[src/rtl/scan2000_ctrl.sv]
// Keithley 2000-SCAN relay controller emulation: synchronizes the DMM's 3-wire
// relay bus, shifts coil words and latches set/reset commands into 20 relays.
module scan2000_ctrl #(
    parameter int SYNC_STAGES = 2
) (
    input  logic CLK_SYS,
    input  logic RST,
    input  logic CLK_DMM,
    input  logic DATA_DMM,
    input  logic STROBE_DMM,
    input  logic CH20_mode_enable,
    output logic CH1,
    output logic CH2,
    output logic CH3,
    output logic CH4,
    output logic CH5,
    output logic CH6,
    output logic CH7,
    output logic CH8,
    output logic CH9,
    output logic CH10,
    output logic CH11,
    output logic CH12,
    output logic CH13,
    output logic CH14,
    output logic CH15,
    output logic CH16,
    output logic CH17,
    output logic CH18,
    output logic CH19,
    output logic CH20,
    output logic Bus2_sense_enable,
    output logic Bus2_input_enable
);

    logic [SYNC_STAGES-1:0] clk_sync_q, clk_sync_d;
    logic [SYNC_STAGES-1:0] data_sync_q, data_sync_d;
    logic [SYNC_STAGES-1:0] strb_sync_q, strb_sync_d;
    logic                   clk_prev_q, clk_prev_d;
    logic                   strb_prev_q, strb_prev_d;
    logic [47:0]            shreg_q, shreg_d;
    logic [19:0]            relay_q, relay_d;
    logic                   fourwire_q, fourwire_d;
    logic [19:0]            ch_q, ch_d;
    logic                   sense_q, sense_d;
    logic                   input_q, input_d;

    logic        clk_fall, strb_rise, bank2_any;
    logic [19:0] set_v, rst_v;
    logic        fw_set, fw_rst;

    always_comb begin
        clk_sync_d  = {clk_sync_q[SYNC_STAGES-2:0], CLK_DMM};
        data_sync_d = {data_sync_q[SYNC_STAGES-2:0], DATA_DMM};
        strb_sync_d = {strb_sync_q[SYNC_STAGES-2:0], STROBE_DMM};
        clk_prev_d  = clk_sync_q[SYNC_STAGES-1];
        strb_prev_d = strb_sync_q[SYNC_STAGES-1];
        clk_fall    = clk_prev_q & ~clk_sync_q[SYNC_STAGES-1];
        strb_rise   = ~strb_prev_q & strb_sync_q[SYNC_STAGES-1];
    end

    // Decode from the post-shift value so a strobe coincident with a clock
    // edge sees the bit that edge delivers.
    always_comb begin
        shreg_d = shreg_q;
        if (clk_fall)
            shreg_d = {shreg_q[46:0], data_sync_q[SYNC_STAGES-1]};

        set_v  = '0;
        rst_v  = '0;
        fw_set = 1'b0;
        fw_rst = 1'b0;
        if (CH20_mode_enable) begin
            for (int i = 0; i < 10; i++) begin
                set_v[i]      = shreg_d[2*i+21];
                rst_v[i]      = shreg_d[2*i+20];
                set_v[10+i]   = shreg_d[2*i+1];
                rst_v[10+i]   = shreg_d[2*i];
            end
            fw_set = shreg_d[41];
            fw_rst = shreg_d[40];
        end else begin
            set_v[0]  = shreg_d[16];  rst_v[0]  = shreg_d[17];
            set_v[1]  = shreg_d[18];  rst_v[1]  = shreg_d[19];
            set_v[2]  = shreg_d[20];  rst_v[2]  = shreg_d[21];
            set_v[3]  = shreg_d[22];  rst_v[3]  = shreg_d[23];
            set_v[4]  = shreg_d[9];   rst_v[4]  = shreg_d[8];
            set_v[10] = shreg_d[13];  rst_v[10] = shreg_d[4];
            set_v[11] = shreg_d[15];  rst_v[11] = shreg_d[14];
            set_v[12] = shreg_d[1];   rst_v[12] = shreg_d[0];
            set_v[13] = shreg_d[3];   rst_v[13] = shreg_d[2];
            set_v[14] = shreg_d[6];   rst_v[14] = shreg_d[5];
            fw_set    = shreg_d[11];
            fw_rst    = shreg_d[12];
        end

        relay_d    = relay_q;
        fourwire_d = fourwire_q;
        if (strb_rise) begin
            relay_d    = (relay_q | set_v) & ~rst_v;
            fourwire_d = (fourwire_q | fw_set) & ~fw_rst;
        end

        bank2_any = |relay_q[19:10];
        ch_d      = relay_q;
        sense_d   = fourwire_q & bank2_any;
        input_d   = ~fourwire_q & bank2_any;
    end

    always_ff @(posedge CLK_SYS) begin
        if (RST) begin
            clk_sync_q  <= '0;
            data_sync_q <= '0;
            strb_sync_q <= '0;
            clk_prev_q  <= 1'b0;
            strb_prev_q <= 1'b0;
            shreg_q     <= '0;
            relay_q     <= '0;
            fourwire_q  <= 1'b0;
            ch_q        <= '0;
            sense_q     <= 1'b0;
            input_q     <= 1'b0;
        end else begin
            clk_sync_q  <= clk_sync_d;
            data_sync_q <= data_sync_d;
            strb_sync_q <= strb_sync_d;
            clk_prev_q  <= clk_prev_d;
            strb_prev_q <= strb_prev_d;
            shreg_q     <= shreg_d;
            relay_q     <= relay_d;
            fourwire_q  <= fourwire_d;
            ch_q        <= ch_d;
            sense_q     <= sense_d;
            input_q     <= input_d;
        end
    end

    assign {CH20, CH19, CH18, CH17, CH16, CH15, CH14, CH13, CH12, CH11,
            CH10, CH9, CH8, CH7, CH6, CH5, CH4, CH3, CH2, CH1} = ch_q;
    assign Bus2_sense_enable = sense_q;
    assign Bus2_input_enable = input_q;

endmodule

[config.mk]
export PLATFORM = sky130hd
export DESIGN_NAME = scan2000_ctrl
export DESIGN_NICKNAME = d
export VERILOG_FILES = /design/src/rtl/scan2000_ctrl.sv
export SDC_FILE = /design/constraint.sdc
export NUM_CORES = 1
export LEC_CHECK = 0
export ABC_AREA = 1
export CAP_MARGIN = 5
export CORE_UTILIZATION = 40
export DETAILED_ROUTE_END_ITERATION = 6
export GPL_TIMING_DRIVEN = 0
export PLACE_DENSITY_LB_ADDON = 0.3
export SLEW_MARGIN = 20
export SYNTH_ARGS = -nofsm -noshare
export SYNTH_HDL_FRONTEND = slang
export SYNTH_SLANG_ARGS = --single-unit
export TNS_END_PERCENT = 100
[constraint.sdc]
create_clock -name CLK_SYS -period 1.7 [get_ports CLK_SYS]
set_clock_uncertainty 0.15 [all_clocks]
set_input_delay 0.17 -clock CLK_SYS [delete_from_list [all_inputs] [get_ports CLK_SYS]]
set_output_delay 0.17 -clock CLK_SYS [all_outputs]
set_load 0.03 [all_outputs]
Yosys cells after proc, flatten, opt, wreduce, memory -nomap -nowiden
Cells that the tools add are included.
- register bits after elaboration: 93
- output and inout port bits: 22
- mux-type cells: 11
- reductions and logical operators: 1
- bitwise operators: 13
- operators by type and width (cell ; number):
    2-to-1 mux 42 bit ; 1
    2-to-1 mux 5 bit ; 8
    bitwise AND 20 bit ; 1
    inverter 20 bit ; 1
    bitwise OR 20 bit ; 1
    OR reduction 10 bit ; 1
    bitwise AND 1 bit ; 5
    inverter 1 bit ; 4
    2-to-1 mux 1 bit ; 2
    bitwise OR 1 bit ; 1

Longest topological paths before layout
- word-level depth: 6
- gate-level depth with buffers: 8

Worst setup path before layout
OpenSTA, ideal clock, no wires.
- kind: register -> register
- from: register clk_sync_q[1]
- to: register relay_q[10], in the netlist ch_d[10]
- required time: 1.438 ns
- stages on the path, launching flop included: 8
- library setup time: 0.112 ns
- slack: 0.363 ns
- data arrival time: 1.075 ns
- path through: dfxtp_1 -> inv_1 -> clkbuf_1 -> nand3_1 -> nand3_1 -> nand2_1 -> nor2_1 -> nor2_1
- longest elaborated chain between the ends: 6
- ends and longest elaborated chain (what ; RTL line ; RTL):
    start: declaration ; 36 ; logic [SYNC_STAGES-1:0] clk_sync_q, clk_sync_d;
    start signal: assignment ; 124 ; clk_sync_q <= clk_sync_d;
    inverter 1 bit (*) ; 58 ; clk_fall = clk_prev_q & ~clk_sync_q[SYNC_STAGES-1];
    bitwise AND 1 bit (*) ; 58 ;
    2-to-1 mux 42 bit (*) ; 66 ; if (clk_fall)
    2-to-1 mux 5 bit ; 73 ; if (CH20_mode_enable) begin
    bitwise OR 20 bit or inverter 20 bit (tied branches) ; 100 ; relay_d = (relay_q | set_v) & ~rst_v;
    bitwise AND 20 bit (*) ; 100 ;
    end signal: assignment ; 130 ; relay_q <= relay_d;
    end: declaration ; 42 ; logic [19:0] relay_q, relay_d;
Mark *: on every way between the ends. The rest lies on a longest branch, timed or not.
A chain may end at the register's enable or synchronous reset.

Worst setup path in the final report
- from: register ch_q[8]
- to: output port CH9
- RTL lines (what ; RTL line ; RTL):
    start: declaration ; 44 ; logic [19:0] ch_q, ch_d;
    start signal: assignment ; 132 ; ch_q <= ch_d;
    end: declaration ; 20 ; output logic CH9,
No word-level cell between the ends.

==> results.py <==
metrics = {
    "status": {
        "status": "finished, final reports clean",
    },
    "die": {
        "die_x_um": 97.2,
        "io_pins": 28,
        "initial_core_util": 0.414,
        "die_area_mm2": 0.00945,
        "core_area_mm2": 0.00876,
        "die_h_um": 97.2,
        "row_count": 34,
    },
    "logic_synthesis": {
        "avgSynthCellArea_um2": 7.04,
        "synth_top_cell_by_area": "dfxtp_1",
        "synth_top_area_share": 0.514,
        "syn_inst": 515,
        "synth_area_leaders": "dfxtp_1 51%, nand2_1 12%, nor2_1 10%",
        "synth_warnings": 0,
        "synthFlopType": "dfxtp_1",
        "ys_ff_latch": 93,
        "ys_async_sr_fraction": 0,
        "yosysSeqAreaShare": 0.514,
        "synthDistinctLibCells": 18,
        "yosysMostFrequentCell": "nand2_1",
        "synth-edff-count": 0,
        "syn_area_mm2": 0.00362,
        "syn_nets": 521,
        "ys_top_cells_by_count": "113 x nand2_1, 101 x nor2_1, 93 x dfxtp_1, 77 x inv_1, 71 x nand3_1",
    },
    "layout": {
        "multi_input_area_mm2": 0.00137,
        "drive_gt1_frac": 0.0698,
        "final_nets": 561,
        "syn_to_final_growth_pct": 17.9,
        "nFillCells": 873,
        "fin_util": 0.488,
        "antenna_cells": 0,
        "final-seq-area_mm2": 0.00186,
    },
    "worst_setup_path": {
        "cp_cell_sequence": "clkdlybuf4s50_1",
        "arrival_ns": 1.35,
        "critPathKind": "reg2out",
        "crit_cells": 1,
        "critPathCaptureType": "output port",
        "cp_max_fo": 1,
        "required_ns": 1.38,
        "reg2regPathDepth": 6,
        "worstSetupStartpointType": "flip-flop",
        "critPathSlowestCell": "clkdlybuf4s50_1",
        "path_buf_inv": 1,
        "crit_family": "buffers and inverters",
        "max_stage_delay_ns": 0.66,
    },
    "worst_hold_path": {
        "hold_path.class": "in2reg",
        "hold_depth": 4,
    },
    "pwr": {
        "fin_total_pwr_mw": 3.95,
        "vdd_ir_drop_max_mv": 0.320,
        "p_leak_nw": 2.03,
        "power.density_mw_per_mm2": 925,
    },
    "sta": {
        "timing.final.ws_setup_ns": 0.0291,
        "slew_violations": 0,
        "fin_setup_tns_ns": 0,
        "rsz0062_at_grt": "no",
        "fmax_mhz": 598,
        "worst_slew_pin_slew_ns": 0.664,
        "hold_viol_final": 0,
        "finalSetupViolCount": 0,
        "whs_ns": 0.0826,
        "period_needed_ns": 1.67,
        "period_share": 0.983,
        "relSlewSlack": 0.557,
    },
    "clock_tree": {
        "cts_sinks": 93,
        "root_buffer": "clkbuf_8",
        "cts_made_buffers": 9,
        "cts_buffer_depth": 2,
        "cts.clk_slew.worst_paths_ns": 0.09,
        "htree_num_levels": 3,
        "insertion_delay_ns": 0.37,
        "cts_tree": "done",
    },
    "placement": {
        "dp_hpwl_mm": 5.76,
        "post-place-ws_ns": -0.405,
        "port_buffers": 26,
        "gp_congestion": 0.845,
    },
    "routing": {
        "avgRoutedWirePerCell_um": 12.6,
        "viasPerCell": 4.78,
        "drtIter0Drc": 185,
        "vias": 3189,
        "wl_mm": 8.38,
        "postRouteAntennaNets": 0,
        "drc": 0,
        "drtPass1Iterations": 5,
    },
    "grt": {
        "antenna_found_initial": 0,
        "grt_overflow": 0,
        "grt_pass1_wl_mm": 14.0,
        "grt.total_usage": 0.189,
        "grt_pass1_vias": 2883,
        "grt_max_degree": 16,
    },
    "job": {
        "cap_violations": 0,
    },
}
## layout make-up
type,instances,area share
well taps,108,0.0316
flip-flops and latches,93,0.435
plain buffers,24,0.0290
multi-input cells,320,0.320
repair buffers,29,0.0714
inverters,78,0.0685
clock buffers,9,0.0290
clock inverters,6,0.0149
## repair_timing
| action | in CTS | in global routing |
|---|---|---|
| setup buffers | 0 | 2 |
| resized for setup | 3 | 17 |
| hold buffers | 1 | 0 |
| hold endpoints to repair | 5 | 0 |
| pin swaps | 0 | 1 |
| setup endpoints to repair | 12 | 30 |
## cells in the final DEF (no fill, tap or decap), drive strengths merged, types with 4 or more instances in the layout
cell           count
dlymetal6s2s       8
nand3             71
nor2             104
o21ai              6
clkdlybuf4s50     18
nand4              6
and3               4
a21oi             15
inv               79
clkbuf            18
dfxtp             93
buf               17
nand2            113
## sequential cells by signal, indices dropped and copies added (netlist names)
name               flops
strb_prev_q            1
ch_q                  20
data_sync_q            2
Bus2_input_enable      1
clk_prev_q             1
Bus2_sense_enable      1
fourwire_q             1
clk_sync_q             2
ch_d                  20
strb_sync_q            2
shreg_q               42
## metrics by stage
step	area [um2]	cells
global placement	4020	649
finish	4280	667
CTS	4230	665
floorplan	3620	515
detailed placement	4020	649
global route	4280	667
## worst paths after layout
path | slack (ns) | from | endpoint
worst max-delay path | 0.03 | ch_q[8] | CH9
worst max register to register | 0.11 | strb_sync_q[1] | ch_d[13]
worst min-delay path | 0.08 | RST | ch_d[19]
worst min register to register | 0.25 | strb_sync_q[0] | strb_sync_q[1]
## tightest hold or removal path: cells and delay by family
| kind | cells | cell delay, ns |
|---|---|---|
| and+or+nand+nor | 1 | 0.10 |
| AOI/OAI and AO/OA | 1 | 0.06 |
| buffers and inverters | 2 | 0.23 |
## report_power, final
part           internal, mW  leakage [nW]  switching [mW]  total [mW]
sequential             2.22         0.753          0.0140        2.24
combinational        0.0823          1.19           0.188       0.270
clock                 0.671        0.0915           0.778        1.45
## cells by family (layout without fill, tap and decap cells)
family                 Yosys count  count (layout)  share of synthesized area
buffers and inverters          102             146                      0.113
and+or+nand+nor                299             299                      0.345
DFF                             93              93                      0.514
AOI/OAI and AO/OA               21              21                     0.0290
## layer usage
metal | vias to the layer above | part of all wire | global-route usage
met2 | 94 | 0.45 | 0.293
met3 | 14 | 0.054 | 0.0295
met5 | - | 0 | 0
met4 | 0 | 0.022 | 0.0987
li1 | 1652 | - | -
met1 | 1429 | 0.48 | 0.255
(Power assumes the default switching activity.)
==> RTL change 1 (same settings) <==
Set the parameter `SYNC_STAGES` to 4 (it was 2).
--- a/src/rtl/scan2000_ctrl.sv
+++ b/src/rtl/scan2000_ctrl.sv
@@ -1,7 +1,7 @@
 // Keithley 2000-SCAN relay controller emulation: synchronizes the DMM's 3-wire
 // relay bus, shifts coil words and latches set/reset commands into 20 relays.
 module scan2000_ctrl #(
-    parameter int SYNC_STAGES = 2
+    parameter int SYNC_STAGES = 4
 ) (
     input  logic CLK_SYS,
     input  logic RST,
Formal check against the unedited RTL: not equivalent (a bounded check fails within 10 cycles, from zero or initial values and one cycle with RST high).
==> RTL change 1 against the unedited design <==
Wire length rose by 4.7%; final area rose by 4.4%; total power rose by 2.3%; critical endpoint is now CH10; die area rose by 4.4%; setup slack improved by 0.0087 ns; synthesized area rose by 4.5%; sequential cell count rose by 6; hold slack improved by 0.078 ns.
==> RTL change 1: results (changes against the unedited design) <==
status finished, final reports clean; most frequent cells after synthesis nand2_1 (113), nor2_1 (107), dfxtp_1 (99); Synth Area in Compound Gates 2.78% (-0.12 points); share of layout cells above drive strength 1 6.93% (-0.044 points); aggregate global-route resource usage 19.3% (+0.36 points); Routed WL 8.78 mm (+4.7%); Placement Setup Slack -0.440 ns (-0.0357 ns); peak supply drop 471 uV (+47%); Detail Placement HPWL 5.99 mm (+3.9%); sequential area share after synthesis 52.3% (+0.97 points); data arrival time of the worst path 1.34 ns; syn avg cell area 7.11 sq um (+0.96%); clk buf depth 2 (unchanged); Buffers on Ports 27 (+3.8%); first-pass GRT wire length 14.6 mm (+4.6%); internal power 3120 uW (+4.9%); vias in the first global route 3130 (+8.6%); GPL Wtd Cong 0.857 (+1.5%); P_leak 0.00220 uW (+8.2%); Pre-antenna DRT Iters 5 (unchanged); fillers 936 (+7.2%); Vias/cell 4.90 (+2.5%); synth top area cells dfxtp_1 (52%), nand2_1 (11%), nor2_1 (11%); post-synthesis mux area share 0% (unchanged); largest net degree at the start of global routing 17 (+1); CTS buffer count 9 (unchanged); nets 578 (+3.0%); Worst Max-Slew Pin Slew 0.599 ns (-0.0649 ns); syn_nets 539 (+3.5%); DRT iter0 DRCs 152 (-18%)
==> RTL change 1: path summary, 6_finish.rpt <==
path	endpoint	from	slack, ns	cells past startpoint
worst max-delay path	CH10	ch_q[9]	0.04	1
worst min-delay path	strb_sync_q[0]	STROBE_DMM	0.16	3
worst max register to register	fourwire_q	strb_sync_q[3]	0.05	6
worst min register to register	clk_sync_q[3]	clk_sync_q[2]	0.26	2
==> RTL change 1: metrics by stage <==
stage | instance area, sq um | power, uW | cells | TNS (ns)
after CTS | 4410 | 4070 | 687 | 0
after global routing | 4460 | 4190 | 688 | 0
final | 4460 | 4050 | 688 | 0
after global placement | 4200 | 2540 | 671 | -28.16
after floorplan | 3790 | 2490 | 533 | 0
after detailed placement | 4200 | 2540 | 671 | -28.64
==> RTL change 1: cell type report <==
class	instances	area (sq um)	area share, %
Buffer	24	126	2.83
Clock buffer	12	145	3.25
Clock inverter	4	56.3	1.26
Inverter	84	315	7.06
Multi-Input combinational cell	326	1390	31.1
Sequential cell	99	1980	44.4
Tap cell	111	139	3.11
Timing Repair Buffer	28	313	7.01
==> RTL change 1: timing repair <==
action	CTS	global route
pin swaps	0	1
buffers inserted	0	1
cloned	0	0
endpoints found under the hold margin	0	0
gates resized for setup	7	23
endpoints found under the setup margin	35	50
hold buffers	0	0
==> RTL change 1: power groups by stage <==
stage	clock network (uW)	logic [uW]	registers, uW
after CTS	1580	148	2350
after global routing	1670	167	2350
after detailed placement	0	145	2400
final	1550	150	2350
after floorplan	0	92.8	2400
after global placement	0	143	2400
==> RTL change 1: layer usage <==
layer	vias up	GRT usage, %	routed length, microns
li1	1702	-	-
met4	0	9.73	216
met1	1556	24.3	4060
met3	13	3.16	459
met2	100	31.9	4050
met5	-	0	0
==> RTL change 1: cells by family after synthesis <==
family,count (synthesis)
buffers and inverters,108
AO/OA/AOI/OAI,21
flip-flops,99
AND/OR/NAND/NOR,305
==> RTL change 1: worst min-delay path, cell delays in order <==
cell and delay [ns]:
clkdlybuf4s50_1 0.39, inv_1 0.05, nor2_1 0.03
==> RTL change 2 (config.mk and constraints unchanged) <==
Without the edit above. Take the reset off `shreg_q` and `ch_q` and load them in a clocked block of their own.
--- a/src/rtl/scan2000_ctrl.sv
+++ b/src/rtl/scan2000_ctrl.sv
@@ -114,10 +114,8 @@
             strb_sync_q <= '0;
             clk_prev_q  <= 1'b0;
             strb_prev_q <= 1'b0;
-            shreg_q     <= '0;
             relay_q     <= '0;
             fourwire_q  <= 1'b0;
-            ch_q        <= '0;
             sense_q     <= 1'b0;
             input_q     <= 1'b0;
         end else begin
@@ -126,13 +124,16 @@
             strb_sync_q <= strb_sync_d;
             clk_prev_q  <= clk_prev_d;
             strb_prev_q <= strb_prev_d;
-            shreg_q     <= shreg_d;
             relay_q     <= relay_d;
             fourwire_q  <= fourwire_d;
-            ch_q        <= ch_d;
             sense_q     <= sense_d;
             input_q     <= input_d;
         end
+    end
+
+    always_ff @(posedge CLK_SYS) begin
+        shreg_q <= shreg_d;
+        ch_q    <= ch_d;
     end
 
     assign {CH20, CH19, CH18, CH17, CH16, CH15, CH14, CH13, CH12, CH11,
Formal check against the unedited RTL: differs if RST is asserted again (counterexample within 10 cycles, from zero or initial values and one cycle with RST high); with RST held inactive, the same outputs for 10 cycles.
==> RTL change 2 against the unedited design <==
Setup slack better by 0.010 ns; global-route usage shrank 0.093 points; die area down 4.7%; synthesized area decreased by 4.8%; sequential cell count unchanged; final area fell by 4.5%; wire length fell by 9.6%; count of clock-buffer cells in the layout up 3; largest cell class unchanged.
Power is not compared: it rests on default switching activity, and its combinational part moved more than twofold at a synthesized area within 25%.
==> RTL change 2: results (changes against the unedited design) <==
diode count 0 (unchanged); Cells after Synth 453 (-12%); H-tree Lvls 3 (unchanged); Reg clk slew, reported paths 0.08 ns; first-pass GRT wire length 12.6 mm (-10%); Area after DPL 3850 sq um (-4.1%); vias in the first global route 2627 (-8.9%); Avg WL per Cell 12.6 microns (about the same); Hold Crit Class input pin to flip-flop; most frequent cells after synthesis nand2_1 (113), dfxtp_1 (93), nand3_1 (67); status finished, final reports clean; initial antenna violation count 0 (unchanged); Area growth, synth to finish 18.3%; Biggest register shreg_q; Placed Cells 585 (-9.9%); P_leak 0.00203 uW; syn_nets 459 (-12%); Skew-Pair Late Insertion Delay 0.36 ns; Pre-antenna DRT Iters 6 (+1); Slowest-stage cell, CP clkdlybuf4s50_1; Top delay family on crit path buffers and inverters; aggregate global-route resource usage 18.8% (-0.093 points); Placement Setup Slack -0.202 ns (+0.203 ns); Clk Tree Root Cell clkbuf_8; Worst Max-Slew Pin Slew 0.633 ns (-0.0309 ns); sequential area share after synthesis 53.9% (+2.6 points); share of layout cells above drive strength 1 8.23% (+1.3 points); yosys warns 0 (unchanged); nets 499 (-11%); Yosys cell types 21 (+3); max FFs per register 42 (unchanged); fillers 798 (-8.6%); Buffers on Ports 27 (+3.8%); largest net degree at the start of global routing 15 (-1); slowest stage delay, CP 0.66 ns (about the same); Routed WL 7.58 mm (-9.6%); synth top area cells dfxtp_1 (54%), nand2_1 (12%), nand3_1 (9.7%); Vias/cell 4.75 (-0.73%); worst-path maximum fanout 1 (unchanged); Final ANT Viol Nets 0 (unchanged); Detail Placement HPWL 5.05 mm (-12%); data arrival time of the worst path 1.34 ns; peak supply drop 537 uV; fraction of registers with async set/reset 0% (unchanged); DRT iter0 DRCs 205 (+11%); CTS buffer count 9 (unchanged); GPL Wtd Cong 0.845 (about the same); clk buf depth 2 (unchanged)
RTL change 2: cell count changes in the layout (fill, tap and decap cells not counted), sizes merged, moves of 5 or more:
cell   change
nor2      -47
nand4      -5
inv       -15
and2      +18
RTL change 2: metal layers:
metal | vias to the layer above | part of all wire [%] | GRT usage [%]
met5 | - | 0 | 0
met3 | 23 | 5.7 | 4.19
met1 | 1285 | 48 | 25.1
met2 | 91 | 43 | 27.4
li1 | 1463 | - | -
met4 | 0 | 3.2 | 11.7
RTL change 2: kinds of logic (layout without fill, tap and decap cells):
kind of cell           after synthesis  count (layout)  share of synthesized area (%)
AOI/OAI and AO/OA                   17              17                           2.46
buffers and inverters               82             127                           10.3
DFF                                 93              93                           53.9
and+or+nand+nor                    261             261                           33.3
RTL change 2: layout make-up:
class,count,share of cell area [%]
multi-input cells,278,30.4
flip-flops and latches,93,45.6
repair buffers,29,7.35
inverters,64,5.88
plain buffers,18,2.88
well taps,105,3.22
clock buffers,12,3.55
clock inverters,4,1.16
RTL change 2: path summary, 6_finish.rpt:
check / startpoint / cells past startpoint / endpoint / slack [ns]
max: ch_q[13] / 1 / CH14 / 0.04
min: STROBE_DMM / 3 / strb_sync_q[0] / 0.17
max reg2reg: strb_sync_q[1] / 6 / ch_d[14] / 0.10
min reg2reg: ch_d[8] / 0 / ch_q[8] / 0.20
RTL change 2: timing repair:
item                       CTS  global route
setup buffers                0             2
gates resized for setup      0             8
setup endpoints to repair    0            14
RTL change 2: power breakdown:
part / leakage (uW) / internal, uW / switching (uW)
registers: 0.000762 / 2420 / 85.7
clock network: 0.0000964 / 716 / 723
logic: 0.00118 / 253 / 421
